[config.mk]
export PLATFORM = sky130hd
export DESIGN_NAME = pi_ctl_regs
export DESIGN_NICKNAME = d
export VERILOG_FILES = /design/src/rtl/pi_ctl_regs.sv
export SDC_FILE = /design/constraint.sdc
export NUM_CORES = 1
export LEC_CHECK = 0
export CELL_PAD_IN_SITES_DETAIL_PLACEMENT = 2
export CELL_PAD_IN_SITES_GLOBAL_PLACEMENT = 2
export CORE_MARGIN = 4
export CORE_UTILIZATION = 22
export CTS_BUF_LIST = sky130_fd_sc_hd__clkbuf_16
export DETAILED_ROUTE_END_ITERATION = 8
export PLACE_DENSITY_LB_ADDON = 0.1
export SLEW_MARGIN = 20
export SYNTH_ARGS = -nofsm -noshare
export SYNTH_HDL_FRONTEND = slang
export SYNTH_SLANG_ARGS = --single-unit
[constraint.sdc]
create_clock -name clk_i -period 2.6 [get_ports clk_i]
set_input_delay 0.65 -clock clk_i [delete_from_list [all_inputs] [get_ports clk_i]]
set_output_delay 0.65 -clock clk_i [all_outputs]
set_load 0.005 [all_outputs]
[src/rtl/pi_ctl_regs.sv]
// SPI-mapped control register file: register 0 drives 6502 reset/ready with a timed reset pulse
// and single-step sequencer; registers 1..N_REGS-1 are plain control bytes. Read-back is built only when PI_CTL_READBACK_EN is defined.
module pi_ctl_regs #(
    parameter logic [16:0] BASE_ADDR    = 17'h0E80F,
    parameter int          N_REGS       = 4,
    parameter int          RESET_CYCLES = 16
) (
    input  logic                  clk_i,
    input  logic                  reset_i,
    input  logic                  spi_rw_n_i,
    input  logic [16:0]           spi_addr_i,
    input  logic [7:0]            spi_data_i,
    input  logic                  spi_enable_i,
    output logic [7:0]            spi_data_o,
    output logic                  spi_valid_o,
    input  logic                  cpu_clk_en_i,
    output logic                  cpu_res_no,
    output logic                  cpu_ready_o,
    output logic [N_REGS*8-1:0]   ctl_o
);

    localparam int CW = $clog2(RESET_CYCLES + 1);

    localparam logic [0:0] S_IDLE  = 1'b0;
    localparam logic [0:0] S_ARMED = 1'b1;

    logic [16:0]   w_offset;
    logic          w_hit;
    logic          w_wr;
    logic          w_wr0;
    logic          w_pulse_busy;
    logic          w_step_busy;
    logic [7:0]    w_reg0_view;
    logic [7:0]    r_regs [N_REGS];
    logic [CW-1:0] r_pulse_cnt;
    logic [0:0]    r_state;

    // Wrapping subtraction makes addresses below BASE_ADDR land far outside the window.
    assign w_offset = spi_addr_i - BASE_ADDR;
    assign w_hit    = (w_offset < 17'(N_REGS));
    assign w_wr     = spi_enable_i & ~spi_rw_n_i & w_hit;
    assign w_wr0    = w_wr & (w_offset == 17'd0);

    // Register 0 keeps only RES_N/READY; STEP and PULSE act as strobes and never stick.
    always_ff @(posedge clk_i) begin
        if (reset_i) begin
            for (int k = 0; k < N_REGS; k++) begin
                r_regs[k] <= 8'h00;
            end
        end else begin
            for (int k = 0; k < N_REGS; k++) begin
                if (w_wr && (w_offset == 17'(k))) begin
                    r_regs[k] <= (k == 0) ? {6'b000000, spi_data_i[1:0]} : spi_data_i;
                end
            end
        end
    end

    always_ff @(posedge clk_i) begin
        if (reset_i) begin
            r_pulse_cnt <= '0;
        end else if (w_wr0 && spi_data_i[3]) begin
            r_pulse_cnt <= CW'(RESET_CYCLES);
        end else if (r_pulse_cnt != '0) begin
            r_pulse_cnt <= r_pulse_cnt - CW'(1);
        end
    end

    // A strobe coincident with the arming write is ignored because the FSM is still IDLE then.
    always_ff @(posedge clk_i) begin
        if (reset_i) begin
            r_state <= S_IDLE;
        end else if (w_wr0 && spi_data_i[3]) begin
            r_state <= S_IDLE;
        end else begin
            case (r_state)
                S_IDLE: begin
                    if (w_wr0 && spi_data_i[2] && !spi_data_i[1]) begin
                        r_state <= S_ARMED;
                    end
                end
                S_ARMED: begin
                    if (cpu_clk_en_i) begin
                        r_state <= S_IDLE;
                    end
                end
                default: r_state <= S_IDLE;
            endcase
        end
    end

    assign w_pulse_busy = (r_pulse_cnt != '0);
    assign w_step_busy  = (r_state == S_ARMED);
    assign w_reg0_view  = r_regs[0] | {2'b00, w_pulse_busy, w_step_busy, 4'b0000};
    assign cpu_res_no   = r_regs[0][0] & ~w_pulse_busy;
    assign cpu_ready_o  = r_regs[0][1] | w_step_busy;

    genvar gi;
    generate
        for (gi = 0; gi < N_REGS; gi++) begin : g_ctl
            if (gi == 0) begin : g_reg0
                assign ctl_o[7:0] = w_reg0_view;
            end else begin : g_gp
                assign ctl_o[8*gi +: 8] = r_regs[gi];
            end
        end
    endgenerate

`ifdef PI_CTL_READBACK_EN
    logic       w_rd;
    logic [7:0] w_rd_data;
    logic [7:0] r_spi_data;
    logic       r_spi_valid;

    assign w_rd = spi_enable_i & spi_rw_n_i & w_hit;

    always_comb begin
        w_rd_data = 8'h00;
        for (int k = 0; k < N_REGS; k++) begin
            if (w_offset == 17'(k)) begin
                w_rd_data = (k == 0) ? w_reg0_view : r_regs[k];
            end
        end
    end

    always_ff @(posedge clk_i) begin
        if (reset_i) begin
            r_spi_data  <= 8'h00;
            r_spi_valid <= 1'b0;
        end else begin
            r_spi_valid <= w_rd;
            if (w_rd) begin
                r_spi_data <= w_rd_data;
            end
        end
    end

    assign spi_data_o  = r_spi_data;
    assign spi_valid_o = r_spi_valid;
`else
    assign spi_data_o  = 8'h00;
    assign spi_valid_o = 1'b0;
`endif

endmodule

### Word level (Yosys, flattened, before mapping)

Memories as Yosys holds them, arrays and structs flattened.
Cells that the tools add are included.

* bits in registers: 6
* latch bits: 0
* ROM bits: 0
* input port bits: 30
* bits in writable memories: 32
* memories kept: 1

Memory list
* r_regs: depth 4, width 8, rd ports 4, clocked after memory_dff 0, wr ports 4, line 34 `logic [7:0] r_regs [N_REGS];`

* equality and inequality tests: 3
* $add $sub $neg: 2
* shift-type cells: 0
* reductions and logical operators: 12
* divide/modulo/power cells: 0
* multipliers: 0
* bitwise logic cells: 13
* magnitude comparators: 1
* mux-type cells: 23

Operators by type and width (number)
* $eq 17x2->1 const B: 2
* $mux 8: 4
* $eq 17x1->1 const B: 1
* $logic_not 17->1: 1
* $lt 17x3->1 const B: 1
* $sub 17x16->17 const B: 1
* $mux 1: 16
* $mux 5: 2
* $or 8x6->8: 1
* $logic_and 1x1->1: 7
* $or 1x1->1: 5
* $reduce_bool 5->1: 1
* $sub 5x1->5 const B: 1
* $and 1x1->1: 4
* $not 1->1: 3
* $pmux 1 s2: 1
* $reduce_bool 2->1: 1
* $reduce_or 2->1: 1
* $logic_not 1->1: 1

### Longest topological paths before layout

Gate-level depths: netlist of run 1.

* depth after elaboration: 8
* mapped depth: 6
* gate-level depth less buffers: 6

### Worst setup path before layout of run 1

Ideal clock, no wire load.

* path type: input -> register
* from: input port spi_addr_i[6]
* to: memory r_regs[1][0] (enable)
* arrival: 2.248 ns
* path buffers: 1
* setup slack: 0.017 ns
* cell stages on the path: 6
* setup time: 0.334 ns
* cells stage by stage: nor4_4 > o2111ai_2 > a2111oi_4 > or3b_1 > buf_4 > nand2b_1

RTL lines
* start: declaration: line 11 `input logic [16:0] spi_addr_i,`
* end: declaration: line 34

==> flow_summary.ini, run 1 <==
[power]
combPwrFrac = 0.299
power.leakage_nw = 1.05
clockPowerShare = 0.345
max-vdd-ir-drop_v = 0.000243
p_sw_w = 0.000483
internal_power_w = 0.00138
seqPwrFrac = 0.356
p_per_area_nw_per_um2 = 693
switching_share = 0.259

[floorplan]
coreArea_um2 = 6940
die_y_um = 93.5
initial_core_util = 0.231
die_x_um = 93.5
rows = 30
die_area_um2 = 8730
ios = 73

[synthesis]
yosys_warnings = 0
postSynthCellCount = 142
synth.avg_cell_area_um2 = 11.3
synthFlopType = edfxtp_1
synth_enable_flop_cells = 26
yosys.area.top_type_share = 0.486
yosys.area.top_type = edfxtp_1
ys_ff_latch = 32
synth.distinct_cells = 34
ys_top_cells_by_area = edfxtp_1 (49%), dfxtp_1 (7.5%), buf_4 (7.5%), nor2_1 (6.1%), nand2b_1 (5.8%)
synthArstFlopShare = 0
ys_seq_area_frac = 0.561
netlist_area_um2 = 1610

[place]
port-buffer-count = 59
gp_congestion = 0.728
dp_hpwl_mm = 3.99
placed_area_um2 = 2430

[setup_path]
required_ns = 2.59
startpoint_type = input port
cp.arrival_ns = 2.48
cpPeakStageDelay_ns = 0.46
crit_fanout = 5
cp_top_family = simple AND/OR/NAND/NOR gates
r2r_start = r_pulse_cnt[1]$_SDFFE_PP0P_
path_cells = clkdlybuf4s50_1 > nor4b_2 > nand3_1 > a2111oi_4 > or3b_4 > nand2b_4 > buf_6
crit_start = spi_addr_i[14]
cp_num_cells = 7
cp_slowest_cell = clkdlybuf4s50_1
path_class = input port to flip-flop
endpoint_kind = flip-flop
rr_worst_depth = 8
path_buf_inv = 2

[finish]
diodes = 0
stdcell_area_um2 = 2700
layout-drive-gt1-share = 0.236
final_nets = 260
fill_cells = 726
areaGrowthSynthToFinish_pct = 67.8
final_common_cell = clkdlybuf4s50_1
layout_common_cells = clkdlybuf4s50_1 (48), nor2_1 (26), edfxtp_1 (26), buf_4 (21), nand2b_1 (14)

[status]
outcome = complete, no violations

[routing]
routedWlPerCell_um = 14.7
drt_iter0_drc = 18
drtAntennaViolNets = 0
drc = 0
routed_via_density = 4.12
firstDrtPassIters = 3
drt-total-wl_mm = 4.79
vias = 1338

[sta]
drv_slew = 0
fin_crit_ns = 2.49
finalHoldViolCount = 0
fin_crit_sh = 0.956
fmax_mhz = 402
fin_skew_ns = 0.000782
tns_ns = 0
setup_violations = 0

[cts]
cts_tree = done
htree_levels = 2
cts_made_buffers = 5
insertion_delay_ns = 0.27
ctsHoldBuffers = 0
cts-root-buf = clkbuf_16
cts-root-to-sink-buffers = 2
path_clk_slew_ns = 0.05
cts_sinks = 32

[grt]
grt_pass1_vias = 1513
overflow = 0
track_usage = 0.112
grt_max_degree = 15
grt_pass1_wl_mm = 7.42
antenna_found_initial = 0

[worst_hold_path]
min_path_cells = 2
min_from = r_state$_SDFF_PP0_
hold_class = flip-flop to flip-flop

[run]
maxCapViolCount = 0
==> metrics by stage <==
step	setup slack [ns]	total power [W]	util	instances	hold WS (ns)
finish	0.114	0.00187	0.388	325	0.505
global route	-0.0248	0.00196	0.388	325	0.549
CTS	0.00000977	0.00185	0.380	325	0.515
detailed placement	-0.344	0.00116	0.350	314	0.505
global placement	-0.294	0.00111	0.350	314	0.487
floorplan	0.0173	0.000924	-	154	0.467
==> metal layers <==
metal	GRT usage	part of all wire	vias up	routed length [um]
li1	-	-	636	-
met1	0.116	0.38	641	1840
met2	0.210	0.53	55	2550
met3	0.0290	0.067	6	323
met4	0.0513	0.016	0	75
met5	0	0	-	0
==> layout make-up <==
| class | instances | area, um^2 | share of cell area |
|---|---|---|---|
| clock buffer | 5 | 125 | 0.0464 |
| timing repair buffer | 84 | 827 | 0.307 |
| inverter | 4 | 15.0 | 0.00557 |
| tap | 96 | 120 | 0.0445 |
| sequential | 32 | 901 | 0.334 |
| clock inverter | 3 | 38.8 | 0.0144 |
| multi-input combinational | 101 | 669 | 0.248 |
==> logic make-up after synthesis <==
kind of cell,after synthesis,synth area share
multiplexers,1,0.00623
other,1,0.00233
XOR/XNOR,3,0.0164
flip-flops,32,0.561
adder cells (fa/ha/maj),2,0.0156
buffers and inverters,21,0.0864
AO/OA/AOI/OAI,9,0.0584
AND/OR/NAND/NOR,73,0.254
==> cells in the mapped netlist, drive strengths merged, types with 2 or more instances <==
cell type and number:
a21oi 2, buf 16, dfxtp 6, edfxtp 26, ha 2, inv 4
nand2 4, nand2b 15, nand3b 3, nor2 34, nor3 4, nor3b 2
nor4 2, nor4b 2, xnor2 3
==> power by group through the flow <==
| stage | Clock [W] | Sequential, W | Combinational, W |
|---|---|---|---|
| final | 0.000644 | 0.000665 | 0.000558 |
| after global routing | 0.000670 | 0.000674 | 0.000615 |
| after CTS | 0.000651 | 0.000656 | 0.000546 |
| after detailed placement | 0 | 0.000663 | 0.000493 |
| after global placement | 0 | 0.000656 | 0.000458 |
| after floorplan | 0 | 0.000653 | 0.000270 |
==> sequential cells by signal, summed over array words and instances, names as in the netlist <==
register / cells
r_regs: 26
r_pulse_cnt: 5
r_state: 1
==> worst paths after layout <==
kind / slack (ns) / end
setup reg to reg: 1.18 / r_pulse_cnt[1]$_SDFFE_PP0P_
setup / recovery: 0.11 / r_regs[1][0]$_SDFFCE_PN0P_
hold reg to reg: 0.50 / r_state$_SDFF_PP0_
hold / removal: 0.50 / r_state$_SDFF_PP0_
==> worst register-to-register path, delay by kind of cell (launching register included) <==
family          cells  cell delay, ns
fa+ha+maj           1            0.20
simple gates        3            0.30
buf+inv             3            0.35
compound gates      1            0.13
flops               1            0.33
==> what timing repair did <==
action                                  4_1_cts  5_1_grt
buffers inserted                              4        0
endpoints found under the setup margin        9       49
resized for setup                             9       16
pin swaps                                     4        7
hold endpoints to repair                      0        0
(Power assumes the default switching activity.)
==> run 2, diff against run 1 <==
CELL_PAD_IN_SITES_DETAIL_PLACEMENT = 0   (was 2)
CELL_PAD_IN_SITES_GLOBAL_PLACEMENT = 1   (was 2)
CORE_UTILIZATION = 28   (was 22)
==> run 2 against run 1 <==
Effect of this change:
- core utilization rose by 7.6 points
- critical path depth did not move
- clock skew rose by 0.00055 ns
- highest routed layer unchanged
- flip-flop and latch count did not move
- final cell count fell by 8.3%
- setup slack got worse by 0.023 ns
- sequential share of layout area rose by 1.6 points
- critical path type unchanged
- sequential power fell by 2%
- combinational power fell by 17%
- critical endpoint is now r_regs[1][6]$_SDFFCE_PN0P_
- non-clock buffer count fell by 3
==> flow_summary.ini, run 2 (synthesized netlist as in run 1, its figures left out) <==
[setup_path]
endpoint_kind = flip-flop
startpoint_type = input port
reg2reg_to = r_pulse_cnt[1]$_SDFFE_PP0P_
cp.arrival_ns = 2.50
crit_start = spi_addr_i[11]
path_cells = clkdlybuf4s50_1 > nor2b_1 > o2111ai_2 > a2111oi_4 > or3b_4 > nand2b_4 > buf_12
cp-endpoint = r_regs[1][6]$_SDFFCE_PN0P_
crit_fanout = 8
required_ns = 2.59
rr_worst_depth = 7
path_class = input port to flip-flop
r2r_setup_slack_ns = 1.27
cpPeakStageDelay_ns = 0.47
r2r_start = r_pulse_cnt[0]$_SDFFE_PP0P_
cp_slowest_cell = clkdlybuf4s50_1

[grt]
grt_max_degree = 15
grt_pass1_wl_mm = 6.24
overflow = 0
grt_pass1_vias = 1285
antenna_found_initial = 0
track_usage = 0.113

[place]
pre_cts_ws_ns = -0.391
dp_hpwl_mm = 3.14
port-buffer-count = 59
placed_area_um2 = 2380
gp_congestion = 0.776
dp_cells = 286

[routing]
drtAntennaViolNets = 0
drc = 0
vias = 1285
routed_via_density = 4.31
drt_iter0_drc = 34
drt-total-wl_mm = 3.85
routedWlPerCell_um = 12.9
firstDrtPassIters = 6

[sta]
setup_violations = 0
fin_crit_sh = 0.965
fin_skew_ns = 0.00133
fin_crit_ns = 2.51
layout_setup_ws_ns = 0.0913
drv_slew = 0
fmax_mhz = 399
finalHoldViolCount = 0

[cts]
ctsHoldBuffers = 0
htree_levels = 2
cts-root-to-sink-buffers = 2
cts-root-buf = clkbuf_16
cts_made_buffers = 5
cts_sinks = 32
path_clk_slew_ns = 0.05
insertion_delay_ns = 0.27
cts_tree = done

[power]
switching_share = 0.256
p_per_area_nw_per_um2 = 642
power.leakage_nw = 0.950
max-vdd-ir-drop_v = 0.000269
internal_power_w = 0.00123
p_sw_w = 0.000423
combPwrFrac = 0.282
power_w = 0.00165
clockPowerShare = 0.322
seqPwrFrac = 0.396

[status]
outcome = complete, no violations

[floorplan]
ios = 73
die_area_um2 = 7010
initial_core_util = 0.290
rows = 27
coreArea_um2 = 5540
die_x_um = 83.7
die_y_um = 83.7

[worst_hold_path]
hold_class = flip-flop to flip-flop

[finish]
layout-drive-gt1-share = 0.195
reg_top3 = r_regs (26), r_pulse_cnt (5), r_state (1)
final_common_cell = clkdlybuf4s50_1
largest_reg_flops = 26
top_register = r_regs
stdcell_area_um2 = 2570
fin_util = 0.464
areaGrowthSynthToFinish_pct = 60.1
fin_cells = 298
layout_common_cells = clkdlybuf4s50_1 (54), nor2_1 (26), edfxtp_1 (26), buf_4 (19), nand2b_1 (14)
diodes = 0
fill_cells = 547
final_nets = 257

[run]
maxCapViolCount = 0
==> run 2: cell types whose count changed in the layout (fill, tap and decap cells not counted), moves of 2 or more <==
cell             previous run  this run
buf_4                      21        19
buf_6                       2         0
clkdlybuf4s50_1            48        54
clkinv_1                    0         2
dlymetal6s2s_1              8         1
==> run 2: critical path, delay by kind of cell <==
family                 cells  cell delay, ns
buffers and inverters      2            0.58
and+or+nand+nor            3            0.73
AOI/OAI and AO/OA          2            0.54
==> run 2: timing repair <==
action	4_1_cts	5_1_grt
gates resized for setup	4	6
pin swaps	3	4
endpoints found under the setup margin	10	39
setup buffers	1	3
==> run 2: power by group through the flow <==
| stage | registers, W | logic [W] | clock network, W |
|---|---|---|---|
| 2_1_floorplan | 0.000653 | 0.000270 | 0 |
| 3_3_place_gp | 0.000655 | 0.000450 | 0 |
| 3_5_place_dp | 0.000660 | 0.000461 | 0 |
| 4_1_cts | 0.000650 | 0.000462 | 0.000546 |
| 5_1_grt | 0.000659 | 0.000514 | 0.000571 |
| 6_report | 0.000655 | 0.000465 | 0.000532 |
==> run 2: through the flow <==
stage	hold WS, ns	setup TNS (ns)
after floorplan	0.467	0
after global routing	0.545	-0.00105
after global placement	0.496	-6.75
after CTS	0.514	0
final	0.506	0
after detailed placement	0.504	-11.73
==> run 2: worst min path at each step <==
stage / from / to / slack, ns / depth (start not counted)
after floorplan: r_state$_SDFF_PP0_ / r_state$_SDFF_PP0_ / 0.47 / 2
after global placement: r_pulse_cnt[1]$_SDFFE_PP0P_ / r_pulse_cnt[1]$_SDFFE_PP0P_ / 0.50 / 2
after detailed placement: r_state$_SDFF_PP0_ / r_state$_SDFF_PP0_ / 0.50 / 2
after CTS: r_state$_SDFF_PP0_ / r_state$_SDFF_PP0_ / 0.51 / 2
after global routing: r_state$_SDFF_PP0_ / r_state$_SDFF_PP0_ / 0.54 / 2
final: r_state$_SDFF_PP0_ / r_state$_SDFF_PP0_ / 0.51 / 2
==> run 2: per-layer routing <==
| metal | global-route usage | up-vias | share of wire |
|---|---|---|---|
| met1 | 0.141 | 587 | 0.44 |
| met5 | 0 | - | 0 |
| met4 | 0.0439 | 0 | 0.017 |
| met2 | 0.181 | 62 | 0.46 |
| met3 | 0.0365 | 6 | 0.076 |
| li1 | - | 630 | - |
==> run 2: area by class of cell <==
cell class / count / area [um^2] / area share
tap: 72 / 90.1 / 0.0350
sequential: 32 / 901 / 0.350
clock inverter: 3 / 11.3 / 0.00438
clock buffer: 5 / 125 / 0.0486
multi-input combinational: 101 / 639 / 0.249
timing repair buffer: 81 / 791 / 0.307
inverter: 4 / 15.0 / 0.00584
